--- src/rtl/dsi_seq_pkg.sv ---
// -----------------------------------------------------------------------------
// dsi_seq_pkg
// Shared definitions for the DSI power-up command sequencer: DCS data types and
// opcodes, the command ROM entry layout, wait selector codes, the FSM state
// encoding and a helper that folds the state into the 3-bit debug code.
// Optional feature macro: DSI_SHUTDOWN_EN (adds the DRAIN/OFF states and the
// display-off / sleep-in ROM entries).
// -----------------------------------------------------------------------------
package dsi_seq_pkg;

  // DSI data types for DCS short writes
  localparam logic [5:0] DT_DCS_SHORT0 = 6'h05;  // no parameter
  localparam logic [5:0] DT_DCS_SHORT1 = 6'h15;  // one parameter

  // DCS opcodes
  localparam logic [7:0] DCS_SLPOUT  = 8'h11;
  localparam logic [7:0] DCS_DISPON  = 8'h29;
  localparam logic [7:0] DCS_MADCTL  = 8'h36;
  localparam logic [7:0] DCS_COLMOD  = 8'h3A;
  localparam logic [7:0] DCS_DISPOFF = 8'h28;
  localparam logic [7:0] DCS_SLPIN   = 8'h10;

  // Which post-command delay to apply
  typedef enum logic [1:0] {
    WAIT_NONE   = 2'd0,
    WAIT_SLPOUT = 2'd1,
    WAIT_DISPON = 2'd2
  } wait_sel_t;

  typedef struct packed {
    logic [5:0] dt;
    logic [7:0] opcode;
    logic [7:0] param;
    wait_sel_t  wait_sel;
  } rom_entry_t;

  localparam int ROM_ENTRY_W = $bits(rom_entry_t);
  localparam int IDX_W       = 3;

  localparam logic [IDX_W-1:0] IDX_INIT_LAST  = 3'd3;
  localparam logic [IDX_W-1:0] IDX_SHDN_FIRST = 3'd4;
  localparam logic [IDX_W-1:0] IDX_SHDN_LAST  = 3'd5;

  typedef enum logic [3:0] {
    S_PWRUP_WAIT = 4'd0,
    S_LOAD       = 4'd1,
    S_ISSUE      = 4'd2,
    S_WAIT_BUSY  = 4'd3,
    S_WAIT_DONE  = 4'd4,
    S_DELAY      = 4'd5,
    S_RUN        = 4'd6,
    S_DRAIN      = 4'd7,
    S_OFF        = 4'd8
  } state_t;

  // The debug port is only 3 bits wide: the seven base states map directly,
  // DRAIN and OFF (shutdown build only) both report 7.
  function automatic logic [2:0] dbg_code(input state_t s);
    return (s == S_OFF) ? 3'd7 : 3'(s);
  endfunction

endpackage

--- src/rtl/dsi_cmd_rom.sv ---
// -----------------------------------------------------------------------------
// dsi_cmd_rom
// Combinational index -> command lookup for the DSI init sequencer.
// Entries 0..3 are the power-up sequence; entries 4..5 (display-off, sleep-in)
// exist only when DSI_SHUTDOWN_EN is defined.
// Ports:
//   idx   in  IDX_W        ROM index
//   entry out rom_entry_t  {dt, opcode, param, wait_sel}
// -----------------------------------------------------------------------------
module dsi_cmd_rom
  import dsi_seq_pkg::*;
#(
  parameter logic [7:0] MADCTL_VAL = 8'h00,
  parameter logic [7:0] COLMOD_VAL = 8'h77
) (
  input  logic [IDX_W-1:0] idx,
  output rom_entry_t       entry
);

  always_comb begin
    entry = '{dt: 6'h00, opcode: 8'h00, param: 8'h00, wait_sel: WAIT_NONE};
    case (idx)
      3'd0: entry = '{dt: DT_DCS_SHORT0, opcode: DCS_SLPOUT, param: 8'h00,      wait_sel: WAIT_SLPOUT};
      3'd1: entry = '{dt: DT_DCS_SHORT1, opcode: DCS_MADCTL, param: MADCTL_VAL, wait_sel: WAIT_NONE};
      3'd2: entry = '{dt: DT_DCS_SHORT1, opcode: DCS_COLMOD, param: COLMOD_VAL, wait_sel: WAIT_NONE};
      3'd3: entry = '{dt: DT_DCS_SHORT0, opcode: DCS_DISPON, param: 8'h00,      wait_sel: WAIT_DISPON};
`ifdef DSI_SHUTDOWN_EN
      3'd4: entry = '{dt: DT_DCS_SHORT0, opcode: DCS_DISPOFF, param: 8'h00,     wait_sel: WAIT_NONE};
      3'd5: entry = '{dt: DT_DCS_SHORT0, opcode: DCS_SLPIN,   param: 8'h00,     wait_sel: WAIT_SLPOUT};
`endif
      default: ;
    endcase
  end

endmodule

--- src/rtl/dsi_init_sequencer.sv ---
// -----------------------------------------------------------------------------
// dsi_init_sequencer
// Powers up a DSI panel by issuing the DCS sequence sleep-out, MADCTL, COLMOD,
// display-on through the packetizer short-packet path, honouring the panel
// delays and a pkt_busy handshake, then enables video.
// Optional feature macro: DSI_SHUTDOWN_EN (shutdown_req in RUN drains the link,
// sends display-off + sleep-in, parks in OFF; releasing it re-initialises).
// Ports:
//   byte_clk     in   1   clock
//   reset        in   1   synchronous active-high reset
//   pkt_busy     in   1   packetizer HS enable, high while a packet is sent
//   shutdown_req in   1   shutdown level request (shutdown build only)
//   pkt_req      out  1   one-cycle short-packet strobe
//   pkt_dt       out  6   data type
//   pkt_vc       out  2   virtual channel
//   pkt_wc       out  16  {param, opcode}
//   video_en     out  1   video long packets permitted
//   ini_done     out  1   initialisation complete
//   err          out  1   sticky pkt_busy timeout flag
//   state_dbg    out  3   state code
// -----------------------------------------------------------------------------
module dsi_init_sequencer
  import dsi_seq_pkg::*;
#(
  parameter int                 DELAY_W      = 24,
  parameter logic [DELAY_W-1:0] POWERUP_WAIT = 24'd100000,
  parameter logic [DELAY_W-1:0] SLPOUT_WAIT  = 24'd1500000,
  parameter logic [DELAY_W-1:0] DISPON_WAIT  = 24'd100000,
  parameter logic [7:0]         MADCTL_VAL   = 8'h00,
  parameter logic [7:0]         COLMOD_VAL   = 8'h77,
  parameter logic [1:0]         VC_ID        = 2'd0,
  parameter int                 BUSY_TO      = 16
) (
  input  logic        byte_clk,
  input  logic        reset,
  input  logic        pkt_busy,
  input  logic        shutdown_req,
  output logic        pkt_req,
  output logic [5:0]  pkt_dt,
  output logic [1:0]  pkt_vc,
  output logic [15:0] pkt_wc,
  output logic        video_en,
  output logic        ini_done,
  output logic        err,
  output logic [2:0]  state_dbg
);

  localparam logic [DELAY_W-1:0] BUSY_LAST = DELAY_W'(BUSY_TO - 1);
  localparam logic [DELAY_W-1:0] ONE       = DELAY_W'(1);

  state_t             state_reg, state_next;
  logic [DELAY_W-1:0] cnt_reg, cnt_next;
  logic [IDX_W-1:0]   idx_reg, idx_next;
  wait_sel_t          wait_sel_reg, wait_sel_next;

  logic        req_reg, req_next;
  logic [5:0]  dt_reg, dt_next;
  logic [15:0] wc_reg, wc_next;
  logic        video_reg, video_next;
  logic        ini_reg, ini_next;
  logic        err_reg, err_next;
  logic [2:0]  dbg_reg, dbg_next;

  rom_entry_t         rom_q;
  logic [DELAY_W-1:0] wait_val;
  logic [DELAY_W-1:0] cnt_inc;
  logic               delay_done;
  logic               timeout;

`ifndef DSI_SHUTDOWN_EN
  logic shutdown_req_unused;
  assign shutdown_req_unused = shutdown_req;
`endif

  dsi_cmd_rom #(
    .MADCTL_VAL (MADCTL_VAL),
    .COLMOD_VAL (COLMOD_VAL)
  ) u_rom (
    .idx   (idx_reg),
    .entry (rom_q)
  );

  always_comb begin
    wait_val = '0;
    case (wait_sel_reg)
      WAIT_SLPOUT: wait_val = SLPOUT_WAIT;
      WAIT_DISPON: wait_val = DISPON_WAIT;
      default:     wait_val = '0;
    endcase
  end

  // Saturating increment: the shared counter never wraps.
  assign cnt_inc = (cnt_reg == '1) ? cnt_reg : cnt_reg + ONE;
  // A wait of W occupies max(W,1) DELAY cycles.
  assign delay_done = (wait_val == '0) || (cnt_reg == wait_val - ONE);

  // State register plus all registered outputs.
  always_ff @(posedge byte_clk) begin
    if (reset) begin
      state_reg    <= S_PWRUP_WAIT;
      cnt_reg      <= '0;
      idx_reg      <= '0;
      wait_sel_reg <= WAIT_NONE;
      req_reg      <= 1'b0;
      dt_reg       <= '0;
      wc_reg       <= '0;
      video_reg    <= 1'b0;
      ini_reg      <= 1'b0;
      err_reg      <= 1'b0;
      dbg_reg      <= dbg_code(S_PWRUP_WAIT);
    end else begin
      state_reg    <= state_next;
      cnt_reg      <= cnt_next;
      idx_reg      <= idx_next;
      wait_sel_reg <= wait_sel_next;
      req_reg      <= req_next;
      dt_reg       <= dt_next;
      wc_reg       <= wc_next;
      video_reg    <= video_next;
      ini_reg      <= ini_next;
      err_reg      <= err_next;
      dbg_reg      <= dbg_next;
    end
  end

  // Next-state logic.
  always_comb begin
    state_next = state_reg;
    cnt_next   = cnt_reg;
    idx_next   = idx_reg;
    timeout    = 1'b0;
    case (state_reg)
      S_PWRUP_WAIT: begin
        if (cnt_reg == POWERUP_WAIT) begin
          state_next = S_LOAD;
          cnt_next   = '0;
          idx_next   = '0;
        end else begin
          cnt_next = cnt_inc;
        end
      end
      S_LOAD:  state_next = S_ISSUE;
      S_ISSUE: begin
        state_next = S_WAIT_BUSY;
        cnt_next   = '0;
      end
      S_WAIT_BUSY: begin
        if (pkt_busy) begin
          state_next = S_WAIT_DONE;
          cnt_next   = '0;
        end else if (cnt_reg == BUSY_LAST) begin
          // Packetizer never answered: flag it and carry on as if sent.
          timeout    = 1'b1;
          state_next = S_DELAY;
          cnt_next   = '0;
        end else begin
          cnt_next = cnt_inc;
        end
      end
      S_WAIT_DONE: begin
        if (!pkt_busy) begin
          state_next = S_DELAY;
          cnt_next   = '0;
        end
      end
      S_DELAY: begin
        if (delay_done) begin
          cnt_next = '0;
          if (idx_reg == IDX_INIT_LAST) begin
            state_next = S_RUN;
`ifdef DSI_SHUTDOWN_EN
          end else if (idx_reg == IDX_SHDN_LAST) begin
            state_next = S_OFF;
`endif
          end else begin
            state_next = S_LOAD;
            idx_next   = idx_reg + 3'd1;
          end
        end else begin
          cnt_next = cnt_inc;
        end
      end
      S_RUN: begin
`ifdef DSI_SHUTDOWN_EN
        if (shutdown_req) begin
          state_next = S_DRAIN;
          cnt_next   = '0;
          idx_next   = IDX_SHDN_FIRST;
        end
`endif
      end
`ifdef DSI_SHUTDOWN_EN
      S_DRAIN: begin
        // Wait for two consecutive idle cycles so no video packet is cut.
        if (pkt_busy) begin
          cnt_next = '0;
        end else if (cnt_reg == ONE) begin
          state_next = S_LOAD;
          cnt_next   = '0;
        end else begin
          cnt_next = cnt_inc;
        end
      end
      S_OFF: begin
        if (!shutdown_req) begin
          state_next = S_PWRUP_WAIT;
          cnt_next   = '0;
          idx_next   = '0;
        end
      end
`endif
      default: begin
        state_next = S_PWRUP_WAIT;
        cnt_next   = '0;
        idx_next   = '0;
      end
    endcase
  end

  // Output logic: values computed from the upcoming state so every output is
  // a plain flop aligned with state_reg.
  always_comb begin
    req_next      = (state_next == S_ISSUE);
    video_next    = (state_next == S_RUN);
    dt_next       = dt_reg;
    wc_next       = wc_reg;
    wait_sel_next = wait_sel_reg;
    if (state_reg == S_LOAD) begin
      dt_next       = rom_q.dt;
      wc_next       = {rom_q.param, rom_q.opcode};
      wait_sel_next = rom_q.wait_sel;
    end
    // ini_done stays up through the shutdown commands and clears in OFF.
    ini_next = ini_reg;
    if (state_next == S_RUN) begin
      ini_next = 1'b1;
    end else if (state_next == S_OFF) begin
      ini_next = 1'b0;
    end
    err_next = err_reg | timeout;
    dbg_next = dbg_code(state_next);
  end

  assign pkt_req   = req_reg;
  assign pkt_dt    = dt_reg;
  assign pkt_vc    = VC_ID;
  assign pkt_wc    = wc_reg;
  assign video_en  = video_reg;
  assign ini_done  = ini_reg;
  assign err       = err_reg;
  assign state_dbg = dbg_reg;

endmodule

--- config.mk ---
export PLATFORM = sky130hd
export DESIGN_NAME = dsi_init_sequencer
export DESIGN_NICKNAME = d
export VERILOG_FILES = /design/src/rtl/dsi_seq_pkg.sv /design/src/rtl/dsi_cmd_rom.sv /design/src/rtl/dsi_init_sequencer.sv
export SDC_FILE = /design/constraint.sdc
export NUM_CORES = 1
export LEC_CHECK = 0
export BUFFER_PORTS_ARGS = -buffer_cell sky130_fd_sc_hd__buf_2
export CAP_MARGIN = 10
export CORE_ASPECT_RATIO = 1.4
export CORE_UTILIZATION = 55
export DETAILED_ROUTE_END_ITERATION = 8
export GPL_TIMING_DRIVEN = 0
export PLACE_DENSITY = 0.73
export SYNTH_ARGS = -nofsm -noshare
export SYNTH_HDL_FRONTEND = slang
export SYNTH_SLANG_ARGS = --single-unit
export TNS_END_PERCENT = 5
--- constraint.sdc ---
create_clock -name byte_clk -period 2.3 [get_ports byte_clk]
set_input_delay 0.23 -clock byte_clk [delete_from_list [all_inputs] [get_ports byte_clk]]
set_output_delay 0.23 -clock byte_clk [all_outputs]
set_load 0.05 [all_outputs]
==> impl_metrics.env <==
export IMPL_hold_violations=0
export IMPL_dieWidth_um=63.9
export IMPL_wire_per_inst_um=15.0
export IMPL_min_period_ns=2.24
export IMPL_p_total_uw=1450
export IMPL_cts_buffers=5
export IMPL_insertion_delay_ns=0.31
export IMPL_layout_worst_path_cycle_share=0.974
export IMPL_setup_viol=0
export IMPL_max_cap_violations=0
export IMPL_first_global_vias=2436
export IMPL_synth_seq_cells=48
export IMPL_io_buffer_count=24
export IMPL_routed_wl_mm=6.71
export IMPL_die_h_um=88.7
export IMPL_die_area_um2=5670
export IMPL_start_util=0.573
export IMPL_cp_data_arrival_time_ns=2.42
export IMPL_cp_max_fo=10
export IMPL_antenna_found_initial=0
export IMPL_crit_required_ns=2.48
export IMPL_max_slew_margin=0.539
export IMPL_power_density_nw_per_um2=427
export IMPL_p_leak_uw=0.00123
export IMPL_grt_ovfl_total=0
export IMPL_dpl_worst_slack_ns=-0.163
export IMPL_top_level_ports=35
export IMPL_hpwl_mm=4.97
export IMPL_timing_fmax_mhz=447
export IMPL_status="complete, no violations"
export IMPL_design_area_um2=3410
export IMPL_diodes=0
export IMPL_path_class="reg -> reg"
export IMPL_yosys_warnings=0
export IMPL_cts_tree="done"
export IMPL_ys_async_sr_fraction=0
export IMPL_syn_area_per_cell_um2=8.74
export IMPL_nNetsFinal=394
export IMPL_gp_congestion=0.850
export IMPL_ir_drop_v=0.000488
export IMPL_grt_pass1_wl_mm=11.2
export IMPL_h_tree_depth=2
export IMPL_layout_cells_non_filler=448
export IMPL_area_growth_syn_to_layout_pct=15.3
export IMPL_largest_reg_flops=24
export IMPL_ys_types=69
export IMPL_crit_path_end_kind="register"
export IMPL_yosysSeqAreaShare=0.325
export IMPL_cts_clk_slew_worst_paths_ns=0.09
export IMPL_drc=0
export IMPL_drt_first_pass_iters=4
export IMPL_track_usage=0.252
export IMPL_rsz0062_at_grt="true"
export IMPL_layout_setup_ws_ns=0.0606
export IMPL_layout_common_cells="47 x dfxtp_1, 28 x buf_2, 23 x nand2_1, 22 x buf_4, 17 x nor2_1"
export IMPL_ant_nets=0
export IMPL_start_kind="register"
export IMPL_skew_ns=0.0115
export IMPL_placed_cell_area_um2=3190
export IMPL_synth_area_um2=2950
export IMPL_drive_above_1_share=0.291
export IMPL_worstMarginPinSlew_ns=0.681
export IMPL_clock_path_buffers=2
export IMPL_hp_class="in -> reg"
export IMPL_via_per_inst=5.90
export IMPL_cts_sinks=48
export IMPL_num_rows=31
export IMPL_grt_max_degree=15
export IMPL_place_inst=437
export IMPL_vias=2645
export IMPL_cts_root_buf="clkbuf_8"
export IMPL_final_common_cell="dfxtp_1"
export IMPL_dominantRegCellSynth="dfxtp_1"
export IMPL_drtIter0Drc=107
export IMPL_syn_inst=338
export IMPL_core_um2=5160
export IMPL_synth_edff_count=0
export IMPL_slew_violations=0
cell usage after synthesis (5+ instances only):
| cell type | n | area share |
|---|---|---|
| clkbuf_1 | 6 | 0.0076 |
| xnor2_1 | 8 | 0.024 |
| a21oi_2 | 12 | 0.036 |
| a22oi_2 | 8 | 0.034 |
| inv_1 | 15 | 0.019 |
| nand3_1 | 12 | 0.020 |
| ha_1 | 9 | 0.038 |
| a21oi_1 | 9 | 0.015 |
| buf_2 | 5 | 0.0085 |
| nor3_1 | 17 | 0.029 |
| o21ai_0 | 17 | 0.029 |
| dfxtp_1 | 48 | 0.33 |
| nand2_1 | 24 | 0.030 |
| a22oi_1 | 6 | 0.015 |
| or3_1 | 14 | 0.030 |
| buf_4 | 18 | 0.046 |
| nor2_1 | 17 | 0.022 |
timing repair:
item | CTS | global route
setup endpoints to repair | 28 | 28
hold buffers | 0 | 0
pin swaps | 4 | 6
resized for setup | 10 | 13
setup buffers | 2 | 1
metrics by stage:
step	utilization	setup TNS [ns]	hold slack, ns
after CTS	0.649	0	0.328
after global placement	0.618	-2.34	0.438
final	0.660	0	0.333
after global routing	0.660	-0.0225	0.376
after floorplan	-	0	0.414
after detailed placement	0.618	-3.42	0.446
metal layers:
metal | track usage | wire length (um)
met3 | 0.0503 | 232
met4 | 0.128 | 157
met2 | 0.452 | 3550
met1 | 0.281 | 2770
met5 | 0 | 0
final timing paths:
path	slack [ns]	endpoint	depth (start not counted)	start
worst max register to register	0.06	cnt_reg[16]	6	cnt_reg[17]
worst min register to register	0.46	pkt_wc[4]	2	pkt_wc[4]
worst max-delay path	0.06	cnt_reg[16]	6	cnt_reg[17]
worst min-delay path	0.33	err	4	pkt_busy
cell type report:
| type | count | area, um^2 |
|---|---|---|
| Multi-Input combinational cell | 250 | 1810 |
| Fill cell | 449 | 1750 |
| Sequential cell | 48 | 962 |
| Buffer | 34 | 254 |
| Timing Repair Buffer | 27 | 143 |
| Clock buffer | 7 | 86.3 |
| Tap cell | 66 | 82.6 |
| Inverter | 15 | 56.3 |
| Clock inverter | 1 | 7.51 |
cells by family (layout without fill, tap and decap cells):
kind of cell | after synthesis | in the layout | share of synthesized area
other | 1 | 10 | 0.00127
and+or+nand+nor | 131 | 131 | 0.259
DFF | 48 | 48 | 0.325
adders and majority gates | 9 | 9 | 0.0381
muxes | 2 | 2 | 0.00678
AOI/OAI and AO/OA | 87 | 87 | 0.235
buffers and inverters | 49 | 84 | 0.102
xor gates and xnor gates | 11 | 11 | 0.0326
critical path, cell delays in order (launching register included):
cell and delay, ns:
dfxtp_1 0.42, nor4_4 0.36, nand4_4 0.19, or3_4 0.44, a311oi_4 0.38, buf_6 0.23, a22oi_2 0.09
power by group:
part | internal, uW | switching, uW
Clock | 245 | 282
Combinational | 27.0 | 65.7
Sequential | 833 | 2.96
No activity file was read; power rests on OpenSTA's default activity.
